[src/rtl/reg_file_pkg.sv]
// reg_file_pkg: shared register-file constants, the strobe-width helper and the write-request record (used by both the write port and the read mux)
package reg_file_pkg;
  localparam int NUM_REGS = 8;
  localparam int ADDR_W = 3;
  localparam int REG_W = 32;
  function automatic int strb_w(input int w);
    return w / 8;
  endfunction
  typedef struct packed {
    logic [ADDR_W-1:0] addr;
    logic [REG_W-1:0] data;
    logic [REG_W/8-1:0] strb;
  } wr_req_t;
endpackage

[src/rtl/reg_write_port_if.sv]
// reg_write_port_if: write-request bus; master drives wr_valid_i/wr_addr_i/wr_data_i/wr_strb_i/hold_i, slave returns wr_ready_o
interface reg_write_port_if import reg_file_pkg::*; #(parameter int W_width = 32);
  logic wr_valid_i;
  logic wr_ready_o;
  logic [ADDR_W-1:0] wr_addr_i;
  logic [W_width-1:0] wr_data_i;
  logic [W_width/8-1:0] wr_strb_i;
  logic hold_i;
  modport master (output wr_valid_i, wr_addr_i, wr_data_i, wr_strb_i, hold_i, input wr_ready_o);
  modport slave (input wr_valid_i, wr_addr_i, wr_data_i, wr_strb_i, hold_i, output wr_ready_o);
endinterface

[src/rtl/wr_fifo2.sv]
// wr_fifo2: 2-entry FIFO of write requests; ports clk_i, rst_i (async high), push, pop, din in; head (oldest entry), count (0..2) out; caller never pushes when full or pops when empty
module wr_fifo2 import reg_file_pkg::*; #(parameter type T = wr_req_t) (
  input  logic       clk_i,
  input  logic       rst_i,
  input  logic       push,
  input  logic       pop,
  input  T           din,
  output T           head,
  output logic [1:0] count
);
  T mem [2];
  logic wp, rp;
  always_ff @(posedge clk_i or posedge rst_i)
    if (rst_i) begin
      wp <= 1'b0;
      rp <= 1'b0;
      count <= 2'd0;
    end else begin
      wp <= wp ^ push;
      rp <= rp ^ pop;
      count <= count + 2'(push) - 2'(pop);
    end
  always_ff @(posedge clk_i)
    if (push) mem[wp] <= din;
  assign head = mem[rp];
endmodule

[src/rtl/reg_write_port.sv]
// reg_write_port: queued byte-strobed write side of the 8-entry register file; ports clk_i, rst_i (async high), bus (write handshake + hold_i), R0_o..R7_o register contents, wr_en_o one-hot commit pulse, pending_o queued count
module reg_write_port import reg_file_pkg::*; #(
  parameter int W_width = 32,
  parameter logic [W_width-1:0] RST_VAL = '0
) (
  input  logic               clk_i,
  input  logic               rst_i,
  reg_write_port_if.slave    bus,
  output logic [W_width-1:0] R0_o,
  output logic [W_width-1:0] R1_o,
  output logic [W_width-1:0] R2_o,
  output logic [W_width-1:0] R3_o,
  output logic [W_width-1:0] R4_o,
  output logic [W_width-1:0] R5_o,
  output logic [W_width-1:0] R6_o,
  output logic [W_width-1:0] R7_o,
  output logic [NUM_REGS-1:0] wr_en_o,
  output logic [1:0]         pending_o
);
  localparam int SW = strb_w(W_width);
  typedef struct packed {
    logic [ADDR_W-1:0] addr;
    logic [W_width-1:0] data;
    logic [SW-1:0] strb;
  } req_t;
  req_t din, head;
  logic push, pop;
  logic [W_width-1:0] merged;
  logic [W_width-1:0] regs [NUM_REGS];
  assign din = '{addr: bus.wr_addr_i, data: bus.wr_data_i, strb: bus.wr_strb_i};
  // ready reflects only the count, so a full buffer refuses even when it pops this cycle
  assign bus.wr_ready_o = pending_o != 2'd2;
  assign push = bus.wr_valid_i && bus.wr_ready_o;
  assign pop = pending_o != 2'd0 && !bus.hold_i;
  assign wr_en_o = pop ? NUM_REGS'(1) << head.addr : '0;
  wr_fifo2 #(.T(req_t)) u_fifo (
    .clk_i(clk_i),
    .rst_i(rst_i),
    .push(push),
    .pop(pop),
    .din(din),
    .head(head),
    .count(pending_o)
  );
  always_comb begin
    merged = regs[head.addr];
    for (int b = 0; b < SW; b++)
      merged[8*b +: 8] = head.strb[b] ? head.data[8*b +: 8] : regs[head.addr][8*b +: 8];
  end
  always_ff @(posedge clk_i or posedge rst_i)
    if (rst_i) begin
      for (int i = 0; i < NUM_REGS; i++) regs[i] <= RST_VAL;
    end else if (pop) begin
      regs[head.addr] <= merged;
    end
  assign R0_o = regs[0];
  assign R1_o = regs[1];
  assign R2_o = regs[2];
  assign R3_o = regs[3];
  assign R4_o = regs[4];
  assign R5_o = regs[5];
  assign R6_o = regs[6];
  assign R7_o = regs[7];
endmodule

[src/flat_wrapper.sv]
// flat-port wrapper written by rule: the top's interface ports become plain ports
module reg_write_port_flat import reg_file_pkg::*;
#(
  parameter int W_width = 32,
  parameter logic [W_width-1:0] RST_VAL = '0
)
  (clk_i, rst_i, R0_o, R1_o, R2_o, R3_o, R4_o, R5_o, R6_o, R7_o, wr_en_o, pending_o, bus_wr_valid_i, bus_wr_addr_i, bus_wr_data_i, bus_wr_strb_i, bus_hold_i, bus_wr_ready_o);
  reg_write_port_if #(.W_width(W_width)) bus_i ();
  input  logic clk_i;
  input  logic rst_i;
  output logic [W_width-1:0] R0_o;
  output logic [W_width-1:0] R1_o;
  output logic [W_width-1:0] R2_o;
  output logic [W_width-1:0] R3_o;
  output logic [W_width-1:0] R4_o;
  output logic [W_width-1:0] R5_o;
  output logic [W_width-1:0] R6_o;
  output logic [W_width-1:0] R7_o;
  output logic [NUM_REGS-1:0] wr_en_o;
  output logic [1:0] pending_o;
  input wire logic [$bits(bus_i.wr_valid_i)-1:0] bus_wr_valid_i;
  input wire logic [$bits(bus_i.wr_addr_i)-1:0] bus_wr_addr_i;
  input wire logic [$bits(bus_i.wr_data_i)-1:0] bus_wr_data_i;
  input wire logic [$bits(bus_i.wr_strb_i)-1:0] bus_wr_strb_i;
  input wire logic [$bits(bus_i.hold_i)-1:0] bus_hold_i;
  output wire logic [$bits(bus_i.wr_ready_o)-1:0] bus_wr_ready_o;
  assign bus_i.wr_valid_i = bus_wr_valid_i;
  assign bus_i.wr_addr_i = bus_wr_addr_i;
  assign bus_i.wr_data_i = bus_wr_data_i;
  assign bus_i.wr_strb_i = bus_wr_strb_i;
  assign bus_i.hold_i = bus_hold_i;
  assign bus_wr_ready_o = bus_i.wr_ready_o;
  reg_write_port #(.W_width(W_width), .RST_VAL(RST_VAL)) u_core (.clk_i(clk_i), .rst_i(rst_i), .bus(bus_i), .R0_o(R0_o), .R1_o(R1_o), .R2_o(R2_o), .R3_o(R3_o), .R4_o(R4_o), .R5_o(R5_o), .R6_o(R6_o), .R7_o(R7_o), .wr_en_o(wr_en_o), .pending_o(pending_o));
endmodule
[config.mk]
export PLATFORM = sky130hd
export DESIGN_NAME = reg_write_port_flat
export DESIGN_NICKNAME = d
export VERILOG_FILES = /design/src/rtl/reg_file_pkg.sv /design/src/rtl/reg_write_port_if.sv /design/src/rtl/wr_fifo2.sv /design/src/rtl/reg_write_port.sv /design/src/flat_wrapper.sv
export SDC_FILE = /design/constraint.sdc
export NUM_CORES = 1
export LEC_CHECK = 0
export CORE_MARGIN = 4
export CORE_UTILIZATION = 30
export DETAILED_ROUTE_END_ITERATION = 6
export MAX_ROUTING_LAYER = met4
export PLACE_DENSITY = 0.59
export SLEW_MARGIN = 5
export SYNTH_ARGS = -nofsm -noshare
export SYNTH_HDL_FRONTEND = slang
export SYNTH_SLANG_ARGS = --single-unit
[constraint.sdc]
create_clock -name clk_i -period 14.2 [get_ports clk_i]
set_input_delay 2.84 -clock clk_i [delete_from_list [all_inputs] [get_ports clk_i]]
set_output_delay 2.84 -clock clk_i [all_outputs]
set_load 0.02 [all_outputs]
; After elaboration in Yosys (flattened, before gate mapping)
; Memory sizes are Yosys's and may differ from the RTL's.
; Index checks and enable logic that the tools add are counted.
[word_totals]
ramBits = 78
regBits = 260
n_memories = 1
[classes]
n_eq_ne = 1
bitwise_logic = 3
muxes = 13
shift = 1
n_lt_le_gt_ge = 2
add_sub_neg = 2
n_reduce_logical = 5
[memory_table]
columns = name, words, word_bits, read_ports, rd_clocked_by_memory_dff, write_ports, line_no
row1 = u_core.u_fifo.mem, 2, 39, 1, 0, 1, wr_fifo2.sv:11  ; T mem [2];
[op_table]
columns = op, n
row1 = bitwise mux 256 bit, 1
row2 = binary-select mux 32 bit (select 3 bit), 1
row3 = demux 32 bit (select 3 bit), 1
row4 = 2-to-1 mux 32 bit, 3
row5 = 2-to-1 mux 8 bit, 5
row6 = left shift 1 x 3 -> 8 bit (first input constant), 1
row7 = greater-or-equal comparator 4 bit (second input constant), 1
row8 = less-than comparator 4 x 1 -> 1 bit (second input constant), 1
row9 = NOT 3 -> 4 bit, 1
row10 = logical AND 1 bit, 3
row11 = adder 2 x 1 -> 2 bit, 1
row12 = 2-to-1 mux 1 bit, 2
row13 = != test 2 bit (second input constant), 1
row14 = nonzero test 2 bit, 1
row15 = subtractor 2 x 1 -> 2 bit, 1
row16 = XOR 1 bit, 2
row17 = zero test 1 bit, 1

; Depth between registers and ports, before layout
; Gate-level depths: netlist of run 1.
; An unclocked memory read counts as a cell.
[logic_depth]
ltp_word = 7
depth_mapped = 11
mapped_depth_nobuf = 6

; Hierarchy
; Synthesis of run 1 repeated with hierarchy kept, for this count alone.
[hier_totals]
hier_cells = 1136
hier_area_um2 = 14577.7
[modules_own_cells]
columns = module, cells_per_inst, area_per_inst_um2, seq_area_each_um2, instances
row1 = reg_write_port, 1000, 11549.8, 6406.1, 1
row2 = wr_fifo2, 136, 3027.9, 2442.3, 1

; Worst setup path after synthesis of run 1
; OpenSTA, ideal clock, no wires.
[synth_path]
path_kind = input to output
startpoint = input bus_hold_i
endpoint = output wr_en_o[0]
required_ns = 11.360
n_path_buf = 2
path_stages = 6
t_arrival_ns = 3.929
path_slack_ns = 7.431
path_cell_list = o21bai_1 nor3_2 nand2_1 buf_2 clkbuf_1 inv_1
[synth_between]
elab_chain_len = 3
[synth_rtl]
columns = item, line_no
row1 = from (decl), flat_wrapper.sv:25  ; input wire logic [$bits(bus_i.hold_i)-1:0] bus_hold_i;
row2 = zero test 1 bit, reg_write_port.sv:34  ; assign pop = pending_o != 2'd0 && !bus.hold_i;
row3 = logical AND 1 bit, reg_write_port.sv:34
row4 = 2-to-1 mux 8 bit, reg_write_port.sv:35  ; assign wr_en_o = pop ? NUM_REGS'(1) << head.addr : '0;
row5 = to (decl), flat_wrapper.sv:19  ; output logic [NUM_REGS-1:0] wr_en_o;
; Every way passes these cells.

; Final worst setup path of run 1
[layout_path]
startpoint = input bus_hold_i
endpoint = output wr_en_o[7]
; The elaborated chain is that of the path after synthesis.

==> flow_summary_export.csv, run 1 <==
group,metric,value,unit
clocking,ctsResizeCount,0,
floorplan,start_util,30.6,%
sta,setup-tns-final,0,ps
sta,fin_ws,5690,ps
clocking,cts_buffer_depth,3,
sta,setup_viol,0,
clocking,hold_buffers,0,
pwr,power,5.81,mW
cells_and_area,final_cells,2473,
pwr,p_sw,2.70,mW
pwr,switching_share,46.5,%
floorplan,die_w,243,um
worst_hold_path,hp-class,"reg2reg",
cells_and_area,area_delta_synth_final,29.5,%
pwr,power_density,271,nW/um^2
clocking,cts.sinks,338,
clocking,htree_levels,2,
cells_and_area,drive_above_1_share,12.1,%
floorplan,coreArea,54200,um^2
setup_path,startpoint_type,"input pin",
logic_synthesis,synth-seq-cells,338,
setup_path,worstPathRequired,11360,ps
setup_path,worstSetupPathType,"in2out",
logic_synthesis,ys_top_cells_by_area,"dfrtp_1 (39%), edfxtp_1 (14%), o221ai_1 (13%), nand2_1 (6.5%), mux2_2 (4.0%)",
clocking,cts_tree,"built",
floorplan,dieArea,59100,um^2
logic_synthesis,synth_top_family_by_area,"compound AO/OA/AOI/OAI gates",
logic_synthesis,yosysTopAreaCellShare,39.3,%
clocking,cts-buffers-inserted,38,
logic_synthesis,synth-xor-area-share,0.106,%
detailed_routing,first_pass_iters,6,
grt,grt_pass1_vias,15400,
cells_and_area,design_area,21500,um^2
pwr,pwr-share-comb,50.2,%
logic_synthesis,yosysWarnings,0,
logic_synthesis,synth_mux_area_share,6.21,%
clocking,clkLatencyLatePin,560,ps
setup_path,regToRegSetupSlack,9660,ps
detailed_routing,post_drt_wl_per_cell,31.2,um
grt,grt_util_all_layers,25.8,%
detailed_routing,drc,0,
sta,clock_skew,9.71,ps
outcome,status,"finished, final reports clean",
floorplan,pin_count,310,
place,pre_cts_ws,5760,ps
sta,hold_viol,0,
logic_synthesis,syn_nets,1540,
cells_and_area,multiInputGateArea,7110,um^2
pwr,ir_drop,0.000168,V
logic_synthesis,async_flop_share,76.9,%
place,place_congestion,0.916,
detailed_routing,routed_via_density,6.39,
logic_synthesis,syn_area,16600,um^2
logic_synthesis,synth_ff_type,"dfrtp_1",
logic_synthesis,synth_compound_area_share,26.1,%
logic_synthesis,syn_area_per_cell,11.1,um^2
clocking,clk_pin_slew,50,ps
place,hpwlAfterDp,51.6,mm
logic_synthesis,synthAdderAreaFrac,0.151,%
floorplan,rows,85,
cells_and_area,num_antenna_cells,0,
clocking,cts_setup_buffers,0,
job,drv_cap,0,
logic_synthesis,synthCells,1495,
grt,grt_overflow,0,
sta,timing.fmax,0.118,GHz
cells_and_area,n_fill_cell,5230,
logic_synthesis,synth_edf_count,78,
detailed_routing,drtIter0Drc,2583,
cells_and_area,ff_latch_area,8850,um^2
pwr,p_clk_share,17.1,%
pwr,p_leak,8.45,nW
logic_synthesis,synth_top_area_cell,"dfrtp_1",
place,dpl-instance-area,20200,um^2
grt,grt_first_pass_wirelength,111,mm
cells_and_area,nNetsFinal,1792,
logic_synthesis,ys_seq_area_share,53.4,%
grt,antenna_found_initial,0,
grt,grt_max_degree,130,
logic_synthesis,synth.distinct_cells,59,
setup_path,crit_arrival,5670,ps
place,portBuffers,309,
sta,tightest_slew,1290,ps
sta,period_needed,8510,ps
sta,rsz0062_at_grt,"false",
detailed_routing,routed_wl,77.2,mm
logic_synthesis,yosys.area_share.simple,10.1,%
detailed_routing,vias,15800,
pwr,p_int,3.11,mW
clocking,root_buffer,"clkbuf_16",
sta,max-slew-margin-rel,13.8,%
place,dp_cells,2403,
pwr,p_seq_share,32.7,%
sta,drv_slew,0,
setup_path,cp-end-kind,"primary output",
setup_path,cp_max_fo,59,
floorplan,dieHeight,243,um
detailed_routing,final_antenna_net_count,0,
sta,fin_crit_sh,59.9,%
-- power groups by stage --
stage / clock network (mW) / registers, mW / logic [mW]
finish: 0.991 / 1.90 / 2.92
global route: 1.04 / 1.93 / 3.08
CTS: 1.00 / 1.88 / 2.89
detailed placement: 0 / 1.90 / 2.88
global placement: 0 / 1.89 / 2.83
floorplan: 0 / 2.04 / 1.31
-- worst max-delay path: stages --
cell and delay (ps):
clkdlybuf4s50_1 580, o21bai_1 270, a21oi_1 200, nand2_2 140
buf_4 550, inv_1 400, clkdlybuf4s50_1 670
-- synthesized netlist by cell type, types with 14 or more instances --
library cell    n
nand2_1       289
dfrtp_1       260
o221ai_1      243
a21oi_1        85
edfxtp_1       78
clkbuf_1       61
mux2_2         59
buf_2          45
a222oi_1       35
a2bb2oi_1      31
nor2_1         31
mux2i_1        23
nand3_1        20
a22o_2         17
a22oi_1        14
nor2b_1        14
-- cells by family (layout without fill, tap and decap cells) --
kind of cell | Yosys count | after routing
compound gates | 527 | 527
simple gates | 394 | 394
flops | 338 | 338
buf+inv | 144 | 426
mux | 88 | 88
fa+ha+maj | 2 | 2
xor+xnor | 2 | 2
-- path summary, 6_finish.rpt --
check,start,end,depth (start not counted)
min in group asynchronous,rst_i,u_core.R2_o[30],2
worst max register to register,u_core.u_fifo.rp,u_core.R7_o[11],8
worst min-delay path,u_core.R0_o[30],u_core.R0_o[30],2
worst max-delay path,bus_hold_i,wr_en_o[7],7
max in group asynchronous,rst_i,u_core.u_fifo.rp,3
worst min register to register,u_core.R0_o[30],u_core.R0_o[30],2
-- sequential cells by signal (all words and copies together), names as in the netlist --
register	flops
u_core.R0_o	32
u_core.R1_o	32
u_core.R2_o	32
u_core.R3_o	32
u_core.R4_o	32
u_core.R5_o	32
u_core.R6_o	32
u_core.R7_o	32
u_core.u_fifo.count	2
u_core.u_fifo.mem	78
u_core.u_fifo.rp	1
u_core.u_fifo.wp	1
-- final cells by class --
| cell class | instances | area share [%] |
|---|---|---|
| Clock inverter | 13 | 0.320 |
| Timing Repair Buffer | 343 | 15.6 |
| Clock buffer | 57 | 5.44 |
| Inverter | 13 | 0.262 |
| Tap cell | 696 | 4.06 |
| Sequential cell | 338 | 41.2 |
| Multi-Input combinational cell | 1013 | 33.1 |
-- metal layers --
metal	up-vias	GRT usage (%)	part of all wire (%)
li1	6476	-	-
met1	7935	33.8	40
met3	207	5.12	10
met2	1185	39.7	46
met5	-	-	0
met4	0	10.2	4.1
-- stage by stage --
| stage | hold slack, ps | util [%] |
|---|---|---|
| 2_1_floorplan | 582 | - |
| 3_3_place_gp | 499 | 37.3 |
| 3_5_place_dp | 513 | 37.3 |
| 4_1_cts | 534 | 39.6 |
| 5_1_grt | 561 | 39.6 |
| 6_report | 537 | 39.6 |
-- placed cells by master, fill, tap and decap left out, types with 4 or more instances in the layout --
cell and n:
nand2_1 283, clkdlybuf4s50_1 309, nand3b_1 4, a32oi_1 13
or2_2 7, clkinv_2 10, o22a_1 5, o221ai_1 243
a221oi_1 12, a222oi_1 35, buf_4 34, a22oi_1 14
a2111oi_0 4, edfxtp_1 78, a21o_1 5, o22ai_2 5
o21a_1 10, clkbuf_16 42, dfrtp_1 259, and3b_1 4
nand3_1 20, o22ai_1 8, o21ai_0 7, a22o_1 9
clkbuf_8 6, mux2_2 59, a221o_1 5, inv_1 12
mux2i_1 23, mux4_2 6, nand2_2 7, a2bb2oi_1 31
o211ai_1 4, a22o_2 17, nor2b_1 12, nor3_1 5
clkbuf_1 9, nor2_1 30, a21oi_1 85
No activity file was read; power rests on OpenSTA's default activity.
==> run 2, diff against run 1 <==
Clock period 14.2 ns to 8.7 ns, I/O delays scaled along.
==> flow_summary_export.csv, run 2 (synthesized netlist as in run 1, its figures left out) <==
group,metric,value,unit
sta,hold_viol,0,
grt,grt_max_degree,175,
cells_and_area,final_cell_mix,"clkdlybuf4s50_1 (309), nand2_1 (283), dfrtp_1 (259)",
floorplan,pin_count,310,
cells_and_area,multiInputGateArea,7110,um^2
pwr,pwr-share-comb,49.0,%
floorplan,rows,85,
cells_and_area,finish.utilization,39.7,%
grt,grt_overflow,0,
setup_path,worstPathRequired,6960,ps
outcome,violations,"design-rule violations",
clocking,cts.sinks,338,
detailed_routing,vias,15700,
setup_path,cp-startpoint,"u_core.u_fifo.rp",
place,portBuffers,309,
setup_path,timing.rr.start,"u_core.u_fifo.rp",
setup_path,crit_arrival,4400,ps
setup_path,startpoint_type,"register",
pwr,p_seq_share,33.2,%
clocking,hold_buffers,0,
setup_path,cp_max_fo,28,
setup_path,regToRegSetupSlack,4710,ps
detailed_routing,met2_length,34.9,mm
sta,setup-tns-final,0,ps
cells_and_area,largest_register_ffs,78,
setup_path,worstSetupPathType,"reg2out",
grt,grt_util_all_layers,25.6,%
cells_and_area,layout_commonest_cell,"clkdlybuf4s50_1",
pwr,p_sw,4.41,mW
clocking,cts_setup_buffers,0,
clocking,clk_pin_slew,60,ps
grt,antenna_found_initial,0,
clocking,root_buffer,"clkbuf_16",
sta,setup_viol,0,
floorplan,start_util,30.6,%
cells_and_area,area_delta_synth_final,30.0,%
clocking,clkLatencyLatePin,570,ps
cells_and_area,num_antenna_cells,0,
sta,rsz0062_at_grt,"false",
floorplan,coreArea,54200,um^2
sta,tightest_slew,1320,ps
sta,fin_crit_sh,70.5,%
sta,period_needed,6140,ps
clocking,cts_buffer_depth,3,
pwr,ir_drop,0.000206,V
detailed_routing,wl_met3,7.95,mm
clocking,cts_tree,"built",
grt,grt_first_pass_wirelength,110,mm
sta,drv_slew,0,
clocking,cts-buffers-inserted,39,
cells_and_area,nNetsFinal,1791,
detailed_routing,m1WireLength,30.4,mm
job,drv_cap,0,
cells_and_area,n_fill_cell,5147,
detailed_routing,routed_wl,76.4,mm
place,place_congestion,0.913,
detailed_routing,post_drt_wl_per_cell,30.9,um
setup_path,rr_worst_depth,7,
detailed_routing,routed.top_layer,"met4",
place,dp_cells,2401,
sta,clock_skew,16.4,ps
outcome,status,"finished, violations left",
detailed_routing,drc,18,
clocking,htree_levels,2,
pwr,p_leak,8.46,nW
detailed_routing,final_antenna_net_count,0,
grt,grt_pass1_vias,15400,
detailed_routing,drtIter0Drc,2365,
floorplan,die_w,243,um
detailed_routing,routed_via_density,6.34,
place,hpwlAfterDp,52.4,mm
floorplan,dieHeight,243,um
cells_and_area,drive_above_1_share,12.1,%
setup_path,cp-endpoint,"wr_en_o[6]",
sta,max-slew-margin-rel,11.8,%
cells_and_area,design_area,21500,um^2
setup_path,cp-end-kind,"primary output",
pwr,power_density,444,nW/um^2
pwr,p_clk_share,17.8,%
worst_hold_path,hp-class,"reg2reg",
worst_hold_path,worstHoldPathCells,2,
pwr,p_int,5.15,mW
place,dpl-instance-area,20200,um^2
cells_and_area,ff_latch_area,8850,um^2
clocking,ctsResizeCount,0,
setup_path,rr_endpoint,"u_core.R6_o[15]",
cells_and_area,final_cells,2471,
pwr,switching_share,46.1,%
sta,timing.fmax,0.163,GHz
cells_and_area,largest_register,"u_core.u_fifo.mem",
floorplan,dieArea,59100,um^2
detailed_routing,first_pass_iters,7,
==> run 2: changes by cell type in the layout (fill, tap and decap cells not counted), sizes merged <==
cell	previous run	this run
clkinvlp	0	3
buf	34	32
bufinv	0	2
clkinv	11	7
inv	15	14
==> run 2: area by class of cell <==
type	instances	area share (%)
Clock buffer	57	5.51
Clock inverter	13	0.621
Inverter	13	0.244
Multi-Input combinational cell	1013	33.0
Sequential cell	338	41.1
Tap cell	696	4.04
Timing Repair Buffer	341	15.5
==> run 2: power by group through the flow <==
stage               Combinational [mW]  Clock [mW]  Sequential (mW)
floorplan                         2.13           0             3.33
global placement                  4.54           0             3.16
detailed placement                4.63           0             3.16
CTS                               4.65        1.72             3.14
global route                      4.97        1.78             3.22
finish                            4.69        1.70             3.17
==> run 2: worst max-delay path: stages (launching register included) <==
cell             delay [ps]
dfrtp_2                 700
buf_4                   440
nand2_1                 740
a21oi_1                 680
nand2_2                 110
inv_1                   420
clkdlybuf4s50_1         710
==> run 2: worst min path at each step <==
| stage | to | from | slack, ps |
|---|---|---|---|
| after detailed placement | u_core.R4_o[18] | u_core.R4_o[18] | 540 |
| after CTS | u_core.R0_o[1] | u_core.R0_o[1] | 550 |
| final | u_core.R4_o[23] | u_core.R4_o[23] | 560 |
| after global placement | u_core.R5_o[10] | u_core.R5_o[10] | 520 |
| after global routing | u_core.R5_o[15] | u_core.R5_o[15] | 580 |
| after floorplan | u_core.u_fifo.wp | u_core.u_fifo.wp | 580 |
==> run 2: metal layers <==
metal	global-route usage [%]	vias up
li1	-	6491
met1	33.4	7771
met4	10.1	0
met2	39.4	1199
met5	-	-
met3	5.37	212
==> run 2: per-stage QoR <==
stage | total power, mW | worst slack (ps) | hold WS (ps)
global route | 9.96 | 2460 | 582
global placement | 7.70 | 2820 | 516
floorplan | 5.46 | 3530 | 582
CTS | 9.51 | 2680 | 550
finish | 9.56 | 2560 | 559
detailed placement | 7.80 | 2750 | 535
==> run 3, diff against run 2 <==
Clock period 8.7 ns to 6.05 ns, I/O delays scaled along.
==> flow_summary_export.csv, run 3 (synthesized netlist as in run 1, its figures left out) <==
group,metric,value,unit
sta,period_needed,5160,ps
clocking,root_buffer,"clkbuf_16",
floorplan,coreArea,54200,um^2
pwr,power_density,636,nW/um^2
sta,drv_slew,0,
detailed_routing,wl_met3,8.81,mm
clocking,cts-buffers-inserted,40,
detailed_routing,routed_via_density,6.45,
setup_path,worstSetupPathType,"reg2out",
clocking,hold_buffers,0,
sta,fin_ws,892,ps
place,place_congestion,0.890,
floorplan,rows,85,
sta,fin_crit_sh,85.3,%
pwr,ir_drop,0.000293,V
pwr,p_leak,8.53,nW
detailed_routing,m1WireLength,31.0,mm
place,hpwlAfterDp,52.4,mm
sta,max-slew-margin-rel,13.1,%
worst_hold_path,min_to,"u_core.R1_o[21]",
clocking,htree_levels,2,
floorplan,pin_count,310,
sta,hold_viol,0,
sta,setup_viol,0,
cells_and_area,finish.utilization,39.9,%
grt,grt_overflow,0,
sta,rsz0062_at_grt,"false",
setup_path,cp-end-kind,"primary output",
detailed_routing,drc,0,
sta,hold_ws,538,ps
floorplan,dieHeight,243,um
cells_and_area,largest_register_ffs,78,
sta,setup-tns-final,0,ps
sta,tightest_slew,1300,ps
outcome,status,"finished, final reports clean",
place,dpl-instance-area,20300,um^2
clocking,clk_pin_slew,60,ps
place,pre_cts_ws,1220,ps
setup_path,regToRegSetupSlack,2300,ps
detailed_routing,routed.top_layer,"met4",
worst_hold_path,worstHoldPathCells,2,
detailed_routing,drtIter0Drc,2477,
grt,antenna_found_initial,0,
clocking,cts.sinks,338,
detailed_routing,met2_length,35.8,mm
clocking,cts_buffer_depth,3,
detailed_routing,vias,16000,
clocking,ctsResizeCount,0,
setup_path,cp-startpoint,"u_core.u_fifo.rp",
clocking,clkLatencyLatePin,580,ps
setup_path,rr_worst_depth,5,
setup_path,worstPathRequired,4840,ps
worst_hold_path,hp-class,"reg2reg",
pwr,power,13.8,mW
sta,timing.fmax,0.194,GHz
setup_path,crit_arrival,3950,ps
setup_path,timing.rr.start,"u_core.u_fifo.rp",
setup_path,cp_max_fo,28,
cells_and_area,final_cells,2488,
detailed_routing,final_antenna_net_count,0,
detailed_routing,post_drt_wl_per_cell,31.7,um
cells_and_area,final_cell_mix,"clkdlybuf4s50_1 (309), nand2_1 (283), dfrtp_1 (259)",
grt,grt_first_pass_wirelength,114,mm
cells_and_area,drive_above_1_share,12.6,%
job,drv_cap,0,
place,dp_cells,2414,
sta,clock_skew,24.5,ps
setup_path,startpoint_type,"register",
cells_and_area,design_area,21600,um^2
floorplan,die_w,243,um
grt,grt_pass1_vias,15300,
worst_hold_path,hp-start,"u_core.R1_o[21]",
grt,grt_util_all_layers,26.5,%
floorplan,dieArea,59100,um^2
clocking,cts_setup_buffers,0,
detailed_routing,first_pass_iters,7,
grt,grt_max_degree,109,
clocking,cts_tree,"built",
floorplan,start_util,30.6,%
cells_and_area,largest_register,"u_core.u_fifo.mem",
cells_and_area,nNetsFinal,1805,
setup_path,rr_endpoint,"u_core.R0_o[11]",
cells_and_area,layout_commonest_cell,"clkdlybuf4s50_1",
cells_and_area,area_delta_synth_final,30.4,%
place,portBuffers,309,
detailed_routing,routed_wl,78.9,mm
## run 3: cell types whose count changed in the layout (fill, tap and decap cells not counted), sizes merged
cell,previous run,this run
buf,32,45
clkbuf,57,55
clkinvlp,3,1
diode,0,1
clkinv,7,14
## run 3: critical path: stages (launching register included)
cell and delay [ps]:
dfrtp_2 630, and3b_1 780, or2_1 740, nand2_2 100, inv_1 400, clkdlybuf4s50_1 700
## run 3: per-layer routing
layer | track usage, % | up-vias
met5 | - | -
li1 | - | 6500
met2 | 40.2 | 1185
met4 | 10.0 | 0
met3 | 6.41 | 207
met1 | 34.5 | 8148
## run 3: layout make-up
| cell class | instances | area [um^2] |
|---|---|---|
| clock buffers | 55 | 1140 |
| well taps | 696 | 871 |
| repair buffers | 354 | 3460 |
| clock inverters | 18 | 141 |
| fillers | 5209 | 32600 |
| diodes | 1 | 2.50 |
| multi-input cells | 1013 | 7110 |
| inverters | 13 | 52.6 |
| flip-flops and latches | 338 | 8850 |
## run 3: worst max-delay path by stage
stage                      to  slack [ps]
6_report           wr_en_o[7]         890
5_1_grt            wr_en_o[7]         870
4_1_cts            wr_en_o[7]         960
3_5_place_dp       wr_en_o[7]        1220
3_3_place_gp       wr_en_o[7]        1280
2_1_floorplan  u_core.R0_o[0]        1410
## run 3: where the power goes
group          internal (mW)  total, mW  leakage (nW)  switching, mW
clock network           1.40       2.41         0.638           1.01
logic                   2.75       6.92          3.88           4.18
registers               3.24       4.43          4.01           1.19
